--- src/rtl/instruction_fetch_if.sv ---
// Fetch-unit bus bundle: PC link, instruction-memory read port and decoder handshake.
// The master modport is the fetch unit; the slave modport is its environment.
interface instruction_fetch_if #(
  parameter int unsigned ADDR_W = 16,
  parameter int unsigned DATA_W = 32
);
  logic [ADDR_W-1:0] address;
  logic              pc_up;
  logic              mem_rd;
  logic [ADDR_W-1:0] mem_addr;
  logic              mem_ack;
  logic [DATA_W-1:0] mem_data;
  logic [DATA_W-1:0] instr;
  logic              instr_valid;
  logic              instr_ready;

  modport master (
    input  address, mem_ack, mem_data, instr_ready,
    output pc_up, mem_rd, mem_addr, instr, instr_valid
  );

  modport slave (
    output address, mem_ack, mem_data, instr_ready,
    input  pc_up, mem_rd, mem_addr, instr, instr_valid
  );
endinterface

--- src/rtl/instruction_fetch.sv ---
// Instruction fetch controller: reads the word at the current PC, hands it to the decoder,
// pulses the PC increment once per fetch, and traps in ERROR if memory never acknowledges.
module instruction_fetch #(
  parameter int unsigned ADDR_W  = 16,
  parameter int unsigned DATA_W  = 32,
  parameter int unsigned TIMEOUT = 15
) (
  input  logic                clock,
  input  logic                clear,
  input  logic                halt,
  output logic                fetch_err,
  instruction_fetch_if.master bus
);

  typedef enum logic [1:0] {StIdle, StFetch, StHold, StError} state_e;

  localparam logic [7:0] TimeoutLast = 8'(TIMEOUT - 1);

  state_e            state_q, state_d;
  logic [7:0]        cnt_q, cnt_d;
  logic              mem_rd_q, mem_rd_d;
  logic [ADDR_W-1:0] mem_addr_q, mem_addr_d;
  logic [DATA_W-1:0] instr_q, instr_d;
  logic              instr_valid_q, instr_valid_d;
  logic              pc_up_q, pc_up_d;
  logic              fetch_err_q, fetch_err_d;

  always_ff @(posedge clock) begin
    if (clear) begin
      state_q       <= StIdle;
      cnt_q         <= '0;
      mem_rd_q      <= 1'b0;
      mem_addr_q    <= '0;
      instr_q       <= '0;
      instr_valid_q <= 1'b0;
      pc_up_q       <= 1'b0;
      fetch_err_q   <= 1'b0;
    end else begin
      state_q       <= state_d;
      cnt_q         <= cnt_d;
      mem_rd_q      <= mem_rd_d;
      mem_addr_q    <= mem_addr_d;
      instr_q       <= instr_d;
      instr_valid_q <= instr_valid_d;
      pc_up_q       <= pc_up_d;
      fetch_err_q   <= fetch_err_d;
    end
  end

  always_comb begin
    state_d       = state_q;
    cnt_d         = cnt_q;
    mem_rd_d      = mem_rd_q;
    mem_addr_d    = mem_addr_q;
    instr_d       = instr_q;
    instr_valid_d = instr_valid_q;
    pc_up_d       = 1'b0;
    fetch_err_d   = fetch_err_q;

    unique case (state_q)
      StIdle: begin
        if (!halt) begin
          mem_addr_d = bus.address;
          mem_rd_d   = 1'b1;
          cnt_d      = '0;
          state_d    = StFetch;
        end
      end
      StFetch: begin
        // An ack on the final permitted cycle still completes the fetch.
        if (bus.mem_ack) begin
          instr_d       = bus.mem_data;
          instr_valid_d = 1'b1;
          pc_up_d       = 1'b1;
          mem_rd_d      = 1'b0;
          state_d       = StHold;
        end else if (cnt_q == TimeoutLast) begin
          mem_rd_d    = 1'b0;
          fetch_err_d = 1'b1;
          state_d     = StError;
        end else begin
          cnt_d = cnt_q + 8'd1;
        end
      end
      StHold: begin
        // Always pass through IDLE so the next address is sampled after the PC update.
        if (bus.instr_ready) begin
          instr_valid_d = 1'b0;
          state_d       = StIdle;
        end
      end
      StError: begin
        mem_rd_d      = 1'b0;
        instr_valid_d = 1'b0;
        fetch_err_d   = 1'b1;
      end
      default: state_d = StIdle;
    endcase
  end

  assign bus.pc_up       = pc_up_q;
  assign bus.mem_rd      = mem_rd_q;
  assign bus.mem_addr    = mem_addr_q;
  assign bus.instr       = instr_q;
  assign bus.instr_valid = instr_valid_q;
  assign fetch_err       = fetch_err_q;

endmodule
--- src/flat_wrapper.sv ---
// flat-port wrapper written by rule: the top's interface ports become plain ports
module instruction_fetch_flat 
#(
  parameter int unsigned ADDR_W  = 16,
  parameter int unsigned DATA_W  = 32,
  parameter int unsigned TIMEOUT = 15
)
  (clock, clear, halt, fetch_err, bus_address, bus_mem_ack, bus_mem_data, bus_instr_ready, bus_pc_up, bus_mem_rd, bus_mem_addr, bus_instr, bus_instr_valid);
  instruction_fetch_if #(.ADDR_W(ADDR_W), .DATA_W(DATA_W)) bus_i ();
  input  logic clock;
  input  logic clear;
  input  logic halt;
  output logic fetch_err;
  input wire logic [$bits(bus_i.address)-1:0] bus_address;
  input wire logic [$bits(bus_i.mem_ack)-1:0] bus_mem_ack;
  input wire logic [$bits(bus_i.mem_data)-1:0] bus_mem_data;
  input wire logic [$bits(bus_i.instr_ready)-1:0] bus_instr_ready;
  output wire logic [$bits(bus_i.pc_up)-1:0] bus_pc_up;
  output wire logic [$bits(bus_i.mem_rd)-1:0] bus_mem_rd;
  output wire logic [$bits(bus_i.mem_addr)-1:0] bus_mem_addr;
  output wire logic [$bits(bus_i.instr)-1:0] bus_instr;
  output wire logic [$bits(bus_i.instr_valid)-1:0] bus_instr_valid;
  assign bus_i.address = bus_address;
  assign bus_i.mem_ack = bus_mem_ack;
  assign bus_i.mem_data = bus_mem_data;
  assign bus_i.instr_ready = bus_instr_ready;
  assign bus_pc_up = bus_i.pc_up;
  assign bus_mem_rd = bus_i.mem_rd;
  assign bus_mem_addr = bus_i.mem_addr;
  assign bus_instr = bus_i.instr;
  assign bus_instr_valid = bus_i.instr_valid;
  instruction_fetch #(.ADDR_W(ADDR_W), .DATA_W(DATA_W), .TIMEOUT(TIMEOUT)) u_core (.clock(clock), .clear(clear), .halt(halt), .fetch_err(fetch_err), .bus(bus_i));
endmodule
--- config.mk ---
export PLATFORM = sky130hd
export DESIGN_NAME = instruction_fetch_flat
export DESIGN_NICKNAME = d
export VERILOG_FILES = /design/src/rtl/instruction_fetch_if.sv /design/src/rtl/instruction_fetch.sv /design/src/flat_wrapper.sv
export SDC_FILE = /design/constraint.sdc
export NUM_CORES = 1
export LEC_CHECK = 0
export ABC_AREA = 1
export BUFFER_PORTS_ARGS = -buffer_cell sky130_fd_sc_hd__buf_2
export CORE_MARGIN = 5
export CORE_UTILIZATION = 51
export DETAILED_ROUTE_END_ITERATION = 10
export GPL_TIMING_DRIVEN = 0
export HOLD_SLACK_MARGIN = 0.02
export PLACE_DENSITY = 0.81
export SLEW_MARGIN = 20
export SYNTH_ARGS = -nofsm -noshare
export SYNTH_HDL_FRONTEND = slang
export SYNTH_SLANG_ARGS = --single-unit
export TNS_END_PERCENT = 5
--- constraint.sdc ---
create_clock -name clock -period 2.3 [get_ports clock]
set_clock_uncertainty 0.05 [all_clocks]
set_input_delay 0.46 -clock clock [delete_from_list [all_inputs] [get_ports clock]]
set_output_delay 0.46 -clock clock [all_outputs]
set_load 0.03 [all_outputs]
==> results of run 1 <==
==> cell usage after synthesis <==
cell,n
nor3_1,2
nand2_2,14
nand3_1,9
ha_1,2
nand2_4,1
nand3_2,1
nor2_2,2
dfxtp_1,62
o21ai_1,2
inv_1,16
o21ai_0,21
nand3b_1,2
buf_1,1
clkbuf_1,5
a21oi_2,10
a21oi_1,31
buf_6,3
inv_2,3
nor4_1,1
clkinv_4,1
nand2_1,88
buf_4,1
o211ai_1,1
buf_2,4
nor2_1,45
==> critical path: cells and delay by family (launching register included) <==
family | cells | cell delay [ps]
buf+inv | 2 | 190
simple gates | 2 | 190
fa+ha+maj | 1 | 170
flops | 1 | 340
compound gates | 2 | 340
==> worst max path at each step <==
stage                          from                     end
CTS                 u_core.cnt_q[0]         u_core.cnt_q[7]
global placement              clear  u_core.bus.mem_addr[4]
global route        u_core.cnt_q[0]         u_core.cnt_q[7]
finish              u_core.cnt_q[0]         u_core.cnt_q[7]
floorplan                     clear  u_core.bus.mem_addr[0]
detailed placement            clear  u_core.bus.mem_addr[7]
==> state kept, by name (all words and copies together), names as in the netlist <==
register	cells
u_core.bus.mem_addr	16
u_core.state_q	2
u_core.bus.instr	32
u_core.fetch_err	1
u_core.cnt_q	8
u_core.bus.mem_rd	1
u_core.bus.instr_valid	1
u_core.bus.pc_up	1
==> cell type report <==
cell class / instances / area (um2) / share of cell area
sequential: 62 / 1240 / 0.373
buffer: 14 / 83.8 / 0.0252
tap: 67 / 83.8 / 0.0252
multi-input combinational: 232 / 1090 / 0.327
inverter: 20 / 80.1 / 0.0241
timing repair buffer: 103 / 515 / 0.155
clock inverter: 3 / 65.1 / 0.0196
clock buffer: 13 / 169 / 0.0508
==> cells by family (layout without fill, tap and decap cells) <==
| family | count (synthesis) | after routing | share of synthesized area |
|---|---|---|---|
| AND/OR/NAND/NOR | 165 | 165 | 0.280 |
| AO/OA/AOI/OAI | 65 | 65 | 0.147 |
| flip-flops | 62 | 62 | 0.498 |
| buffers and inverters | 34 | 153 | 0.0658 |
| adder cells (fa/ha/maj) | 2 | 2 | 0.0100 |
==> power by group through the flow <==
stage	clock [mW]	sequential, mW	combinational [mW]
2_1_floorplan	0	1.39	0.256
3_3_place_gp	0	1.23	0.592
3_5_place_dp	0	1.23	0.603
4_1_cts	1.12	1.21	0.606
5_1_grt	1.18	1.22	0.659
6_report	1.09	1.21	0.600
==> metal layers <==
layer | up-vias | share of wire
met5 | - | 0
met1 | 1065 | 0.43
li1 | 1273 | -
met2 | 95 | 0.46
met4 | 0 | 0.0093
met3 | 6 | 0.098
==> per-stage QoR <==
step / hold WS, ps / setup slack, ps / util / std cells
after floorplan: 424 / 1040 / - / 328
after global placement: 386 / 811 / 0.655 / 498
after detailed placement: 390 / 768 / 0.655 / 498
after CTS: 307 / 886 / 0.704 / 514
after global routing: 312 / 713 / 0.704 / 514
final: 324 / 880 / 0.704 / 514
==> results.toml, run 1 <==
[cts]
clk_path_buf_depth = 2
hold_buffers = 0
cts.clk_slew.worst_paths_ps = 70
cts_buffers = 9
post_cts_buffers = 0
post_cts_resized = 0
cts_tree = "yes"
h-tree-depth = 3
clock_latency_ps = 320
cts_num_sinks = 62
cts-root-buf = "clkbuf_8"

[sta]
finalHoldViolations = 0
fin_crit_sh = 0.618
fmax_mhz = 704
setup_tns_ps = 0
max_slew.worst_pin.slew_ps = 593
period_needed_ps = 1420
setup_viol = 0
rsz0062_at_grt = "no"
slew_viol_final = 0
slew_headroom = 0.605

[die]
dieHeight_um = 79.9
io_pins = 105
die_w_um = 79.9
rows = 25
die-area_mm2 = 0.00638
core_area_mm2 = 0.00472
floorplan.initialDensity = 0.528

[pwr]
finalPower_mw = 2.90
ir_drop_v = 0.000543
leakagePower_nw = 1.56
p_per_area_mw_per_mm2 = 873
net-switching-power_uw = 852
clkPwrFrac = 0.377
switching_share = 0.293
p_comb_frac = 0.207
p_int_mw = 2.05
p_seq_frac = 0.417

[finish]
antennaDiodeCount = 0
nFillCells = 415
layout_common_cells = "buf_2 (107), nand2_1 (88), dfxtp_1 (62)"
layout_commonest_cell = "buf_2"
design_area_mm2 = 0.00333
areaGrowthSynthToFinish_pct = 33.4
drive_gt1_frac = 0.353
fin_nets = 497

[worst_setup_path]
ff2ff_path_depth = 7
r2r-start = "u_core.cnt_q[0]"
criticalPathCategory = "reg -> reg"
startpoint_type = "register"
r2r_slack_ps = 880
critPathSlowestCell = "dfxtp_1"
cp_max_fo = 5
r2r-end = "u_core.cnt_q[7]"
cp-end-kind = "register"
required_ps = 2440
slowest_delay_ps = 340
arrival_ps = 1560
path_cells = "inv_1, ha_1, nand3_1, o21ai_1, inv_2, nand2_1, a21oi_1"

[min_path]
hp-class = "in -> reg"
holdPathStages = 3
holdPathEnd = "u_core.bus.instr[14]"
min_from = "bus_mem_data[14]"

[drt]
wl_um = 6130
dr.first_iter.drc_count = 76
vias_per_cell = 4.75
firstDrtPassIters = 4
drc_errors = 0
antenna_left = 0
vias = 2439
avgRoutedWirePerCell_um = 11.9

[yosys]
synth_seq_area_share = 0.498
ys_ff_latch = 62
synthCells = 328
yosys.area.top_type = "dfxtp_1"
synthesis.nets = 383
synth_cell_types = 25
synth.top_cell.area_share = 0.498
mappedNetlistArea_mm2 = 0.00249
synthTopCellsByArea = "dfxtp_1 (50%), nand2_1 (13%), nor2_1 (6.8%)"
avgSynthCellArea_um2 = 7.60
yosys_warnings = 0

[run]
cap_violations = 0

[global_route]
antenna_found_initial = 0
met3_usage = 0.0655
top_usage_layer = "met2"
first_global_vias = 2436
grt_use_total = 0.203
overflow = 0
gr-usage-met1 = 0.238
grt_max_degree = 11
use_met2 = 0.339
grt_pass1_wl_um = 10300

[outcome]
status = "finished clean"

[placement]
port_buffers = 103
gp_congestion = 0.890
placed_cell_area_mm2 = 0.00309
hpwl_um = 4550
Power figures use the tool's default switching activity.
==> run 2, diff against run 1 <==
--- a/config.mk
+++ b/config.mk
@@ -5,14 +5,14 @@
 export SDC_FILE = /design/constraint.sdc
 export NUM_CORES = 1
 export LEC_CHECK = 0
-export ABC_AREA = 1
+export ABC_AREA = 0
 export BUFFER_PORTS_ARGS = -buffer_cell sky130_fd_sc_hd__buf_2
 export CORE_MARGIN = 5
-export CORE_UTILIZATION = 51
+export CORE_UTILIZATION = 42
 export DETAILED_ROUTE_END_ITERATION = 10
 export GPL_TIMING_DRIVEN = 0
 export HOLD_SLACK_MARGIN = 0.02
-export PLACE_DENSITY = 0.81
+export PLACE_DENSITY = 0.72
 export SLEW_MARGIN = 20
 export SYNTH_ARGS = -nofsm -noshare
 export SYNTH_HDL_FRONTEND = slang
==> constraint.sdc (replaced) <==
create_clock -name clock -period 1.3 [get_ports clock]
set_clock_uncertainty 0.05 [all_clocks]
set_input_delay 0.26 -clock clock [delete_from_list [all_inputs] [get_ports clock]]
set_output_delay 0.26 -clock clock [all_outputs]
set_load 0.03 [all_outputs]
==> results.toml, run 2 <==
[outcome]
violations = "negative setup slack"
status = "complete, but fails checks"

[finish]
areaGrowthSynthToFinish_pct = 45.3
utilization = 0.628
antennaDiodeCount = 0
layout_commonest_cell = "buf_2"
largest_reg_flops = 32
drive_gt1_frac = 0.403
fin_nets = 477
final_cells = 499
layout_common_cells = "buf_2 (103), nand2_1 (100), dfxtp_1 (55)"

[pwr]
net-switching-power_mw = 1.21
ir_drop_v = 0.000865
p_comb_frac = 0.156
p_per_area_mw_per_mm2 = 1270
clkPwrFrac = 0.381
leakagePower_nw = 1.54
p_seq_frac = 0.463
p_int_mw = 3.17
switching_share = 0.276

[cts]
clock_latency_ps = 330
cts.clk_slew.worst_paths_ps = 70
h-tree-depth = 3
cts_buffers = 9
cts_num_sinks = 62
cts_tree = "yes"
clk_path_buf_depth = 2
cts-root-buf = "clkbuf_8"

[yosys]
mappedNetlistArea_mm2 = 0.00238
synth_edf_count = 0
ys_ff_latch = 62
synthArstFlopShare = 0
synthTopCellsByArea = "dfxtp_1 (52%), nand2_1 (16%), a21oi_1 (12%)"
yosys.area.top_type = "dfxtp_1"
yosys_warnings = 0
synth.top_cell.area_share = 0.522
avgSynthCellArea_um2 = 7.90
synth_most_common_cell = "nand2_1"
synth_seq_area_share = 0.522
synth_cell_types = 31
synthCells = 301
synth_commonest_cells = "nand2_1 (103), dfxtp_1 (62), a21oi_1 (58), clkbuf_1 (13), nand3_1 (7)"
synthesis.nets = 356
ys.flop_type = "dfxtp_1"

[sta]
setup_tns_ps = -1660
fmax_mhz = 657
period_needed_ps = 1520
max_slew.worst_pin.slew_ps = 558
setup_viol = 42
rsz0062_at_grt = "yes"
finalHoldViolations = 0
fin_ws_ps = -223
fin_crit_sh = 1.17
slew_headroom = 0.628
slew_viol_final = 0

[die]
dieHeight_um = 85.3
rows = 27
core_area_mm2 = 0.00551
die_w_um = 85.3
io_pins = 105
die-area_mm2 = 0.00727
floorplan.initialDensity = 0.432

[drt]
vias = 2427
avgRoutedWirePerCell_um = 13.0
drc_errors = 0
vias_per_cell = 4.86
dr.first_iter.drc_count = 91
firstDrtPassIters = 4
antenna_left = 0
wl_um = 6510

[global_route]
antenna_found_initial = 0
grt_pass1_wl_um = 10300
grt_max_degree = 12
overflow = 0
grt_use_total = 0.175
first_global_vias = 2271

[worst_setup_path]
cp-end-kind = "register"
criticalPathCategory = "reg -> reg"
critPathSlowestCell = "or3b_4"
arrival_ps = 1740
startpoint_type = "register"
cp.buffers_inverters = 0
slowest_delay_ps = 390
path_cells = "or3b_4, a211o_1, or3_1, nand3_1"
cp_top_family = "simple AND/OR/NAND/NOR gates"
required_ps = 1510
cp_max_fo = 6

[min_path]
hp-class = "in -> reg"

[placement]
port_buffers = 103
dp.cells = 476
gp_congestion = 0.876
dp_slack_ps = -506
hpwl_um = 4640

[run]
cap_violations = 0
-- run 2: power by group through the flow --
| stage | clock network (mW) | registers, mW | logic (mW) |
|---|---|---|---|
| floorplan | 0 | 2.22 | 0.219 |
| detailed placement | 0 | 2.07 | 0.596 |
| global placement | 0 | 2.06 | 0.592 |
| finish | 1.67 | 2.02 | 0.683 |
| global route | 1.82 | 2.03 | 0.742 |
| CTS | 1.72 | 2.02 | 0.637 |
-- run 2: kinds of logic (layout without fill, tap and decap cells) --
group                    Yosys count  count (layout)  share of synthesized area
AND/OR/NAND/NOR                  139             139                      0.252
multiplexers                       2               2                    0.00842
flip-flops                        62              62                      0.522
adder cells (fa/ha/maj)            2               2                     0.0105
buffers and inverters             23             149                     0.0405
AO/OA/AOI/OAI                     73              73                      0.167
-- run 2: final cells by class --
class,count,area [um2]
buffer,16,144
clock buffer,10,138
clock inverter,6,61.3
fill,488,2050
inverter,5,18.8
multi-input combinational,216,1160
sequential,62,1260
tap,72,90.1
timing repair buffer,112,583
-- run 2: timing repair --
action | CTS | global route
setup buffers | 5 | 4
hold buffers | 0 | 0
hold endpoints to repair | 0 | 0
pin swaps | 6 | 11
endpoints found under the setup margin | 62 | 60
resized for setup | 37 | 38
-- run 2: worst register-to-register path, stage by stage (launching register included) --
cell	delay, ps
dfxtp_4	360
or3b_4	390
a211o_1	270
or3_1	320
nand3_1	70
-- run 2: routing by layer --
metal	vias up	track usage	routed length, um
met5	-	0	0
met4	0	0.0705	104
met3	8	0.0767	587
met2	83	0.276	3070
met1	1082	0.208	2750
li1	1254	-	-
-- run 2: worst paths after layout --
kind,startpoint,to,slack (ps),depth (start not counted)
worst max-delay path,u_core.state_q[1],u_core.cnt_q[6],-220,4
worst min register to register,u_core.bus.instr[19],u_core.bus.instr[19],400,2
worst min-delay path,bus_mem_data[26],u_core.bus.instr[26],110,3
worst max register to register,u_core.state_q[1],u_core.cnt_q[6],-220,4
-- run 2: metrics by stage --
stage / power, mW / cell area [um2] / hold slack [ps]
6_report: 4.37 / 3460 / 108
3_3_place_gp: 2.66 / 2990 / 388
3_5_place_dp: 2.66 / 2990 / 394
4_1_cts: 4.38 / 3320 / 85.4
2_1_floorplan: 2.44 / 2380 / 346
5_1_grt: 4.60 / 3460 / 85.6
